**config.mk**
```make
export PLATFORM = sky130hd
export DESIGN_NAME = add_multi_arb
export DESIGN_NICKNAME = d
export VERILOG_FILES = /design/src/rtl/add_multi_arb.sv
export SDC_FILE = /design/constraint.sdc
export NUM_CORES = 1
export LEC_CHECK = 0
export BUFFER_PORTS_ARGS = -buffer_cell sky130_fd_sc_hd__buf_2
export CORE_AREA = 2 2 73 75
export DETAILED_ROUTE_END_ITERATION = 16
export DIE_AREA = 0 0 75 77
export HOLD_SLACK_MARGIN = 0.12
export PLACE_DENSITY = 0.91
export SLEW_MARGIN = 20
export SYNTH_ARGS = -nofsm -noshare
export SYNTH_HDL_FRONTEND = slang
export SYNTH_SLANG_ARGS = --single-unit
```
**constraint.sdc**
```tcl
create_clock -name clk -period 2.45 [get_ports clk]
set_input_delay 0 -clock clk [delete_from_list [all_inputs] [get_ports clk]]
set_output_delay 0 -clock clk [all_outputs]
set_load 0.02 [all_outputs]
```
**src/rtl/add_multi_arb.sv**
```systemverilog
// Round-robin front end for a shared pipelined multi-input adder. It grants one
// operand vector per cycle and carries valid/ID tags alongside the adder pipeline.
module add_multi_arb #(
   parameter int unsigned REQS      = 4,
   parameter int unsigned N         = 8,
   parameter int unsigned ARG_WIDTH = 4,
   parameter int unsigned SUM_WIDTH = 7,
   parameter int unsigned LATENCY   = 3
) (
   input  logic                            clk,
   input  logic                            rst_n,
   input  logic                            flush,
   input  logic [REQS-1:0]                 req_vld,
   output logic [REQS-1:0]                 req_rdy,
   input  logic [REQS*N*ARG_WIDTH-1:0]     req_arg,
   output logic                            adder_en,
   output logic [N*ARG_WIDTH-1:0]          adder_arg,
   input  logic [SUM_WIDTH-1:0]            adder_sum,
   output logic                            res_vld,
   input  logic                            res_rdy,
   output logic [$clog2(REQS)-1:0]         res_id,
   output logic [SUM_WIDTH-1:0]            res_sum,
   output logic                            busy
);

   localparam int unsigned IDW = $clog2(REQS);
   localparam int unsigned VW  = N * ARG_WIDTH;

   logic [IDW-1:0]               ptr_q, ptr_d;
   logic [LATENCY-1:0]           vld_q, vld_d;
   logic [LATENCY-1:0][IDW-1:0]  id_q, id_d;

   logic           adv_c;
   logic           grant_c;
   logic           accept_c;
   logic [IDW-1:0] gnt_c;

   // The whole adder advances unless a presented result is being held back.
   // Held low during reset so nothing is enabled or accepted.
   assign adv_c    = rst_n && !(res_vld && !res_rdy);
   assign accept_c = grant_c && adv_c && !flush;
   assign adder_en = adv_c;

   // First requesting index at or after the pointer, wrapping at REQS
   always_comb begin
      logic [IDW-1:0] idx;
      idx     = '0;
      grant_c = 1'b0;
      gnt_c   = '0;
      for (int unsigned i = 0; i < REQS; i++) begin
         idx = IDW'((32'(ptr_q) + i) % REQS);
         if (!grant_c && req_vld[idx]) begin
            grant_c = 1'b1;
            gnt_c   = idx;
         end
      end
   end

   always_comb begin
      req_rdy = '0;
      if (accept_c) req_rdy[gnt_c] = 1'b1;
   end

   assign adder_arg = grant_c ? req_arg[32'(gnt_c)*VW +: VW] : '0;

   // Pointer and shadow tag pipeline; flush only clears valids
   always_comb begin
      ptr_d = ptr_q;
      vld_d = vld_q;
      id_d  = id_q;
      if (accept_c) begin
         ptr_d = (gnt_c == IDW'(REQS-1)) ? '0 : gnt_c + IDW'(1);
      end
      if (adv_c) begin
         vld_d[0] = accept_c;
         id_d[0]  = gnt_c;
         for (int unsigned k = 1; k < LATENCY; k++) begin
            vld_d[k] = vld_q[k-1];
            id_d[k]  = id_q[k-1];
         end
      end
      if (flush) vld_d = '0;
   end

   always_ff @(posedge clk or negedge rst_n) begin
      if (!rst_n) begin
         ptr_q <= '0;
         vld_q <= '0;
         id_q  <= '0;
      end else begin
         ptr_q <= ptr_d;
         vld_q <= vld_d;
         id_q  <= id_d;
      end
   end

   assign res_vld = vld_q[LATENCY-1];
   assign res_id  = id_q[LATENCY-1];
   assign res_sum = adder_sum;
   assign busy    = |vld_q;

endmodule

```
==> impl_metrics.yaml, run 1 <==
final_layout:
  drive_gt1_frac: 0.526
  fin_nets: 511
  n_antenna_cell: 0
  syn2layout_area_growth_pct: 54.3
  regArea_um2: 275
  multiInputGateArea_um2: 1170
  fill_cells: 463
clock_tree:
  cts_setup_buffers: 0
  post_cts_resize_count: 0
  cts.sinks: 11
  numCtsBuffers: 3
  htree_num_levels: 1
  clockBufferDepth: 2
  cts_tree: "yes"
  cts_hold_buf: 9
  clock_latency_ps: 230
  clkSlewWorstSetupHoldPaths_ps: 50
  clockRootBuffer: "clkbuf_8"
sta:
  holdWs_ps: 168
  drv_slew: 0
  hold_viol: 0
  final.setup.tns_ps: 0
  timing.final.crit_period_ps: 2170
  fin_crit_sh: 0.884
  finalSetupViolCount: 0
  timing.fmax_mhz: 462
  rsz0062_at_grt: "no"
  relSlewSlack: 0.530
  clock_skew_ps: 3.83
  tightest_slew_ps: 700
synth:
  synthArstFlopShare: 1.00
  ys_types: 27
  syn_nets: 341
  synthesis.area_um2: 1710
  ys.flop_type: "dfrtp_1"
  ys_ff_latch: 11
  syn_avg_cell_area_um2: 8.80
  synth_warnings: 0
  syn_inst: 194
  ys_seq_area_frac: 0.161
  synth_edf_count: 0
floorplan:
  die_x_um: 75
  io_pins: 191
  die-area_um2: 5780
  die_h_um: 77
  start_util: 0.343
  rows: 26
  core_area_um2: 4980
run_status:
  status: "completed"
global_routing:
  grt_pass1_wl_mm: 9.41
  antenna_found_initial: 2
  grt_start_max_net_pins: 41
  globalRouteOverflowTotal: 0
  grt_use_total: 0.205
  first_global_vias: 2086
routing:
  wl_per_cell_um: 14.5
  drc: 0
  wirelength_mm: 6.29
  first_pass_iters: 4
  routed-via-count: 2149
  ant_nets: 0
  drt_iter0_markers: 86
  viasPerCell: 4.96
worst_setup_path:
  worstPathMaxFanout: 26
  crit_type: "reg2out"
  cp.arrival_ps: 2170
  cp.required_ps: 2450
  start_kind: "register"
  end_kind: "primary output"
flow_run:
  drv_cap: 0
placement:
  dp_hpwl_mm: 4.98
  numPortBuffers: 176
  gp_congestion: 0.804
worst_hold_path:
  hold_class: "in2async"
pwr:
  leakagePower_uw: 0.00151
  vdd_drop_max_mv: 0.433
  power_density_nw_per_um2: 774
-- per-layer routing --
layer / vias to the layer above / part of all wire / wire, um / global-route usage
met5: - / 0.0040 / 25 / 0
met4: 4 / 0.033 / 205 / 0.0929
met3: 28 / 0.061 / 382 / 0.0381
li1: 1049 / - / - / -
met1: 961 / 0.37 / 2320 / 0.226
met2: 107 / 0.53 / 3360 / 0.368
-- registers in the layout (all words and copies together) (netlist names) --
| name | count |
|---|---|
| vld_q | 3 |
| ptr_q | 2 |
| res_id | 2 |
| id_q | 4 |
-- cell usage after synthesis, types with 2 or more instances --
| cell type | count | area (um^2) |
|---|---|---|
| o21ai_1 | 4 | 20.0 |
| buf_6 | 2 | 22.5 |
| buf_4 | 9 | 67.6 |
| inv_1 | 4 | 15.0 |
| and2_1 | 4 | 25.0 |
| nand2_1 | 21 | 78.8 |
| inv_2 | 2 | 7.51 |
| mux2i_1 | 66 | 661 |
| dfrtp_1 | 11 | 275 |
| nor2_1 | 4 | 15.0 |
| o22ai_1 | 33 | 206 |
| buf_12 | 5 | 100 |
| clkbuf_4 | 2 | 15.0 |
| buf_2 | 2 | 10.0 |
| a21oi_1 | 5 | 25.0 |
| ha_1 | 4 | 50.1 |
| clkbuf_1 | 6 | 22.5 |
-- area by class of cell --
type	count	area share
clock buffers	4	0.0171
inverters	6	0.00856
multi-input cells	151	0.446
flip-flops and latches	11	0.105
well taps	70	0.0333
repair buffers	191	0.391
-- through the flow --
step | util | total power, uW | setup WS, ps | instance area [um^2] | std cells
4_1_cts | 0.529 | 2040 | 323 | 2630 | 433
6_report | 0.529 | 2040 | 284 | 2630 | 433
3_5_place_dp | 0.502 | 1830 | 593 | 2500 | 420
3_3_place_gp | 0.502 | 1790 | 641 | 2500 | 420
2_1_floorplan | - | 1530 | 581 | 1710 | 194
5_1_grt | 0.529 | 2190 | 137 | 2630 | 433
-- placed cells by master, fill, tap and decap left out, types with 5 or more instances in the layout --
master         netlist  routed
buf_2                2     176
nand2_1             21      21
dfrtp_1             11      11
dlygate4sd3_1        0       9
buf_4                9       5
o22ai_1             33      33
mux2i_1             66      66
a21oi_1              5       5
-- where the power goes --
group	leakage, uW	internal, uW	switching [uW]
Sequential	0.000140	222	42.8
Clock	0.0000228	114	63.8
Combinational	0.00134	666	930
-- critical path, stage by stage, from the launching register on --
cell and delay [ps]:
dfrtp_1 480, a21oi_2 190, o21ai_2 70, o2bb2a_4 220, buf_4 380, mux2i_1 280, o22ai_1 120, buf_2 190
-- cells by family after synthesis --
| family | count (synthesis) | synth area share |
|---|---|---|
| adder cells (fa/ha/maj) | 4 | 0.0293 |
| buffers and inverters | 32 | 0.152 |
| multiplexers | 67 | 0.394 |
| flip-flops | 11 | 0.161 |
| AND/OR/NAND/NOR | 33 | 0.0843 |
| AO/OA/AOI/OAI | 47 | 0.179 |
-- final timing paths --
path	start	end	slack (ps)	cells past startpoint
setup / recovery	ptr_q[1]	adder_arg[24]	280	7
hold / removal	rst_n	vld_q[1]	170	2
setup reg to reg	ptr_q[1]	ptr_q[1]	720	6
hold reg to reg	id_q[3]	res_id[1]	470	2
max in group asynchronous	rst_n	id_q[1]	2070	2
min in group clk	req_vld[3]	vld_q[0]	230	5
Note: power is estimated with default switching activity, not from simulation.
==> run 2: changes to the inputs <==
- BUFFER_PORTS_ARGS: -buffer_cell sky130_fd_sc_hd__buf_2 -> -buffer_cell sky130_fd_sc_hd__buf_4
==> run 2 against run 1 <==
Against the previous run:
- first-iteration DRC count fell by 12%
- worst hold slack got worse by 31 ps
- die area did not move
- sequential share of layout area fell by 1.5 points
- core utilization rose by 8.8 points
- critical path type unchanged
==> impl_metrics.yaml, run 2 (same netlist as run 1, synthesis figures left out) <==
floorplan:
  start_util: 0.343
  rows: 26
  die_h_um: 77
  die_x_um: 75
  core_area_um2: 4980
  io_pins: 191
  die-area_um2: 5780
final_layout:
  multiInputGateArea_um2: 1170
  largestRegisters: "id_q: 4 flops, vld_q: 3 flops"
  layout_common_cells: "buf_4, mux2i_1, o22ai_1"
  instances_no_fill: 433
  fill_cells: 452
  drive_gt1_frac: 0.526
  syn2layout_area_growth_pct: 80.1
  fin_nets: 511
  largest_register_ff_count: 4
  n_antenna_cell: 0
  layout_commonest_cell: "buf_4"
  top_register: "id_q"
  regArea_um2: 275
sta:
  relSlewSlack: 0.543
  rsz0062_at_grt: "no"
  fin_crit_sh: 0.885
  tightest_slew_ps: 681
  final.setup.tns_ps: 0
  finalSetupViolCount: 0
  clock_skew_ps: 3.88
  drv_slew: 0
  timing.final.crit_period_ps: 2170
  timing.fmax_mhz: 461
  hold_viol: 0
routing:
  viasPerCell: 5.05
  routed-via-count: 2187
  wl_per_cell_um: 15.2
  first_pass_iters: 4
  ant_nets: 0
  drt_iter0_markers: 76
  wirelength_mm: 6.60
  drc: 0
global_routing:
  globalRouteOverflowTotal: 0
  first_global_vias: 2163
  antenna_found_initial: 0
  grt_pass1_wl_mm: 10.0
  grt_use_total: 0.217
  grt_start_max_net_pins: 41
worst_setup_path:
  cp.required_ps: 2450
  crit_slowest_cell: "dfrtp_1"
  cp.arrival_ps: 2170
  reg2reg_slack_ps: 690
  critPathMaxStageDelay_ps: 490
  end_kind: "primary output"
  rr_worst_depth: 4
  crit_chain: "a21oi_2, o21ai_2, o2bb2a_4, buf_4, inv_2, ha_1, and2_1, buf_4"
  crit_type: "reg2out"
  path_buf_inv: 3
  crit_cells: 8
  start_kind: "register"
  cp_common_cell: "buf_4"
  crit_family: "buffers and inverters"
  worstPathMaxFanout: 26
run_status:
  status: "completed"
clock_tree:
  clockRootBuffer: "clkbuf_8"
  cts_setup_buffers: 0
  htree_num_levels: 1
  cts.sinks: 11
  cts_tree: "yes"
  clock_latency_ps: 240
  numCtsBuffers: 3
  clockBufferDepth: 2
  clkSlewWorstSetupHoldPaths_ps: 50
placement:
  gp_congestion: 0.792
  dp_hpwl_mm: 5.32
  dp.cells: 420
  numPortBuffers: 176
worst_hold_path:
  hold_class: "in2async"
pwr:
  leakagePower_uw: 0.00165
  power_density_nw_per_um2: 732
  vdd_drop_max_mv: 0.427
flow_run:
  drv_cap: 0
-- run 2: changes by cell type in the layout (fill, tap and decap cells not counted) --
cell,change
buf_2,-176
buf_4,+176
-- run 2: layer usage --
metal / part of all wire / GRT usage / up-vias
met1: 0.37 / 0.245 / 1022
li1: - / - / 1048
met3: 0.058 / 0.0394 / 24
met2: 0.53 / 0.382 / 93
met4: 0.040 / 0.0964 / 0
met5: 0 / 0 / -
-- run 2: worst reg2reg max path, delay by kind of cell (launching register included) --
kind                   cells  cell delay, ps
muxes                      1             390
AOI/OAI and AO/OA          1             170
DFF                        1             400
buffers and inverters      1              60
and+or+nand+nor            1             620
-- run 2: stage by stage --
stage | area (um^2) | util | hold slack [ps] | setup slack (ps) | total power [uW]
CTS | 3070 | 0.617 | 143 | 296 | 2260
global route | 3070 | 0.617 | 156 | 157 | 2390
global placement | 2940 | 0.590 | -159 | 635 | 2010
finish | 3070 | 0.617 | 138 | 282 | 2250
floorplan | 1710 | - | -296 | 581 | 1530
detailed placement | 2940 | 0.590 | -157 | 557 | 2050
-- run 2: power by group --
| group | leakage (uW) | total, uW | internal (uW) | switching [uW] |
|---|---|---|---|---|
| registers | 0.000140 | 268 | 222 | 45.2 |
| logic | 0.00149 | 1800 | 853 | 946 |
| clock network | 0.0000228 | 183 | 114 | 68.3 |
| total | 0.00165 | 2250 | 1190 | 1060 |
-- run 2: worst paths after layout --
check                      startpoint         end
setup / recovery             ptr_q[1]  req_rdy[0]
min in group clk           req_vld[3]    vld_q[0]
setup reg to reg             vld_q[2]    ptr_q[1]
hold reg to reg               id_q[3]   res_id[1]
max in group asynchronous       rst_n    vld_q[1]
hold / removal                  rst_n     id_q[0]
-- run 2: cell type report --
class / instances / share of cell area
repair buffers: 191 / 0.478
multi-input cells: 151 / 0.382
flip-flops and latches: 11 / 0.0896
well taps: 70 / 0.0285
clock buffers: 4 / 0.0147
inverters: 6 / 0.00733
-- run 2: repair_timing --
item / 4_1_cts / 5_1_grt
endpoints found under the hold margin: 21 / 0
hold buffers: 9 / 0
gates resized for setup: 0 / 0
==> run 3: changes to the inputs <==
- ABC_AREA: default -> 1
- CORE_AREA: 2 2 73 75 -> default
- CORE_UTILIZATION: default -> 43
- CTS_CLUSTER_DIAMETER: default -> 40
- DIE_AREA: 0 0 75 77 -> default
- PLACE_DENSITY: 0.91 -> 0.93
==> run 3 against run 2 <==
Against the previous run:
- sequential power rose by 13%
- first-iteration DRC count rose to 3.6 times the previous value
- wire length rose by 59%
- fmax fell by 10%
- sequential cell count unchanged
- core utilization rose by 8.9 points
- die area grew 15%
- final area increased by 38%
- combinational power increased to 4.3 times the previous value
- area after synthesis rose by 59%
- cell count increased by 75%
- critical endpoint is now req_rdy[2]
- highest routed layer unchanged
==> impl_metrics.yaml, run 3 <==
synth:
  syn_inst: 519
  syn_nets: 666
  ys_types: 21
  ys.flop_type: "dfrtp_1"
  synthArstFlopShare: 1.00
  yosysTopAreaCell: "inv_1"
  synth_warnings: 0
  yosys-top-cells-area: "inv_1, nand4_1, nand2_1"
  synth_commonest_cells: "inv_1, nand2_1, nand3_1"
  syn_avg_cell_area_um2: 5.23
  synthesis.area_um2: 2710
  ys_seq_area_frac: 0.101
  ys_ff_latch: 11
  synth_top_area_frac: 0.202
  synth_edf_count: 0
  synth_most_common_cell: "inv_1"
worst_setup_path:
  cp.arrival_ps: 2420
  r2r-start: "ptr_q[0]"
  end_kind: "primary output"
  cp.required_ps: 2450
  start_kind: "register"
  startpoint: "ptr_q[0]"
  worstPathMaxFanout: 18
  crit_type: "reg2out"
sta:
  timing.final.crit_period_ps: 2420
  hold_viol: 0
  finalSetupViolCount: 0
  timing.fmax_mhz: 414
  relSlewSlack: 0.625
  clock_skew_ps: 0.763
  drv_slew: 0
  fin_crit_sh: 0.987
  tightest_slew_ps: 559
  final.setup.tns_ps: 0
floorplan:
  die_x_um: 81.4
  start_util: 0.453
  die-area_um2: 6630
  core_area_um2: 5990
  io_pins: 191
  rows: 28
  die_h_um: 81.4
placement:
  dp_hpwl_mm: 7.50
  numPortBuffers: 176
  dpl_cell_area_um2: 3940
  gp_congestion: 0.999
flow_run:
  drv_cap: 0
final_layout:
  layout_commonest_cell: "buf_4"
  largest_register_ff_count: 4
  n_antenna_cell: 0
  fin_nets: 832
  layout_common_cells: "buf_4, inv_1, nand2_1"
  final_area_um2: 4230
  top_register: "id_q"
  drive_gt1_frac: 0.326
  syn2layout_area_growth_pct: 56.0
  fill_cells: 488
  largestRegisters: "id_q: 4 flops, vld_q: 3 flops"
global_routing:
  grt_start_max_net_pins: 39
  grt_use_total: 0.286
  antenna_found_initial: 0
  globalRouteOverflowTotal: 0
  first_global_vias: 3463
  grt_pass1_wl_mm: 15.0
routing:
  ant_nets: 0
  wl_per_cell_um: 13.8
  wl_met3_um: 913
  met2_length_mm: 5.42
  routed-via-count: 4084
  wirelength_met1_mm: 3.69
  routed.top_layer: "met4"
  viasPerCell: 5.38
  drc: 0
  drt_iter0_markers: 277
  first_pass_iters: 5
  wirelength_mm: 10.5
clock_tree:
  cts.sinks: 11
  clkSlewWorstSetupHoldPaths_ps: 50
  clockBufferDepth: 2
  cts_tree: "yes"
  numCtsBuffers: 3
  clock_latency_ps: 240
  htree_num_levels: 1
  clockRootBuffer: "clkbuf_8"
pwr:
  power_density_nw_per_um2: 1950
  leakagePower_uw: 0.00264
  vdd_drop_max_mv: 1.21
run_status:
  status: "completed"
worst_hold_path:
  hold_class: "in2async"
==> run 3: metrics by stage <==
| stage | setup WS (ps) | std cells | hold WS (ps) | utilization | total power [uW] |
|---|---|---|---|---|---|
| floorplan | 523 | 519 | -296 | - | 5140 |
| finish | 32.5 | 759 | 159 | 0.706 | 8270 |
| CTS | 37.6 | 750 | 136 | 0.681 | 7660 |
| global route | -68.2 | 759 | 185 | 0.706 | 8840 |
| detailed placement | 174 | 737 | -155 | 0.657 | 7400 |
| global placement | 292 | 737 | -159 | 0.657 | 7230 |
==> run 3: timing repair <==
item	4_1_cts	5_1_grt
hold buffers	9	0
hold endpoints to repair	20	0
setup buffers	0	8
cloned	0	1
pin swaps	0	2
gates resized for setup	3	19
endpoints found under the setup margin	31	34
==> run 3: area by class of cell <==
| cell class | count | area (um^2) | share of cell area |
|---|---|---|---|
| clock buffer | 4 | 45.0 | 0.0106 |
| inverter | 151 | 572 | 0.135 |
| multi-input combinational | 311 | 1610 | 0.381 |
| sequential | 11 | 277 | 0.0653 |
| tap | 75 | 93.8 | 0.0222 |
| timing repair buffer | 207 | 1630 | 0.386 |
==> run 3: critical path, stage by stage, from the launching register on <==
cell	delay (ps)
dfrtp_2	460
clkbuf_2	170
nand2_1	80
nand2_1	90
o21ai_0	320
nand3_2	150
nand3_4	140
nand2_8	80
inv_4	80
buf_12	150
ha_1	160
inv_1	50
nor2_1	100
buf_4	150
==> run 3: final timing paths <==
kind	to	slack (ps)	cells past startpoint
worst max-delay path	req_rdy[2]	30	13
worst min-delay path	res_id[0]	160	2
worst max register to register	ptr_q[1]	390	11
worst min register to register	id_q[0]	490	2
max in group asynchronous	ptr_q[0]	2120	2
min in group clk	id_q[0]	250	4
==> run 3: cells by family after synthesis <==
logic type / Yosys count / synth area share
buf+inv: 198 / 0.326
compound gates: 46 / 0.0858
flops: 11 / 0.101
simple gates: 260 / 0.468
fa+ha+maj: 4 / 0.0185
==> run 3: where the power goes <==
group	switching (uW)	leakage, uW	internal, uW
clock	75.7	0.0000228	115
combinational	4700	0.00248	3080
sequential	57.1	0.000137	246
total	4830	0.00264	3440
==> run 3: metal layers <==
| layer | global-route usage | vias up |
|---|---|---|
| met1 | 0.328 | 1810 |
| met2 | 0.536 | 271 |
| met5 | 0 | - |
| met3 | 0.0256 | 52 |
| met4 | 0.121 | 0 |
| li1 | - | 1951 |
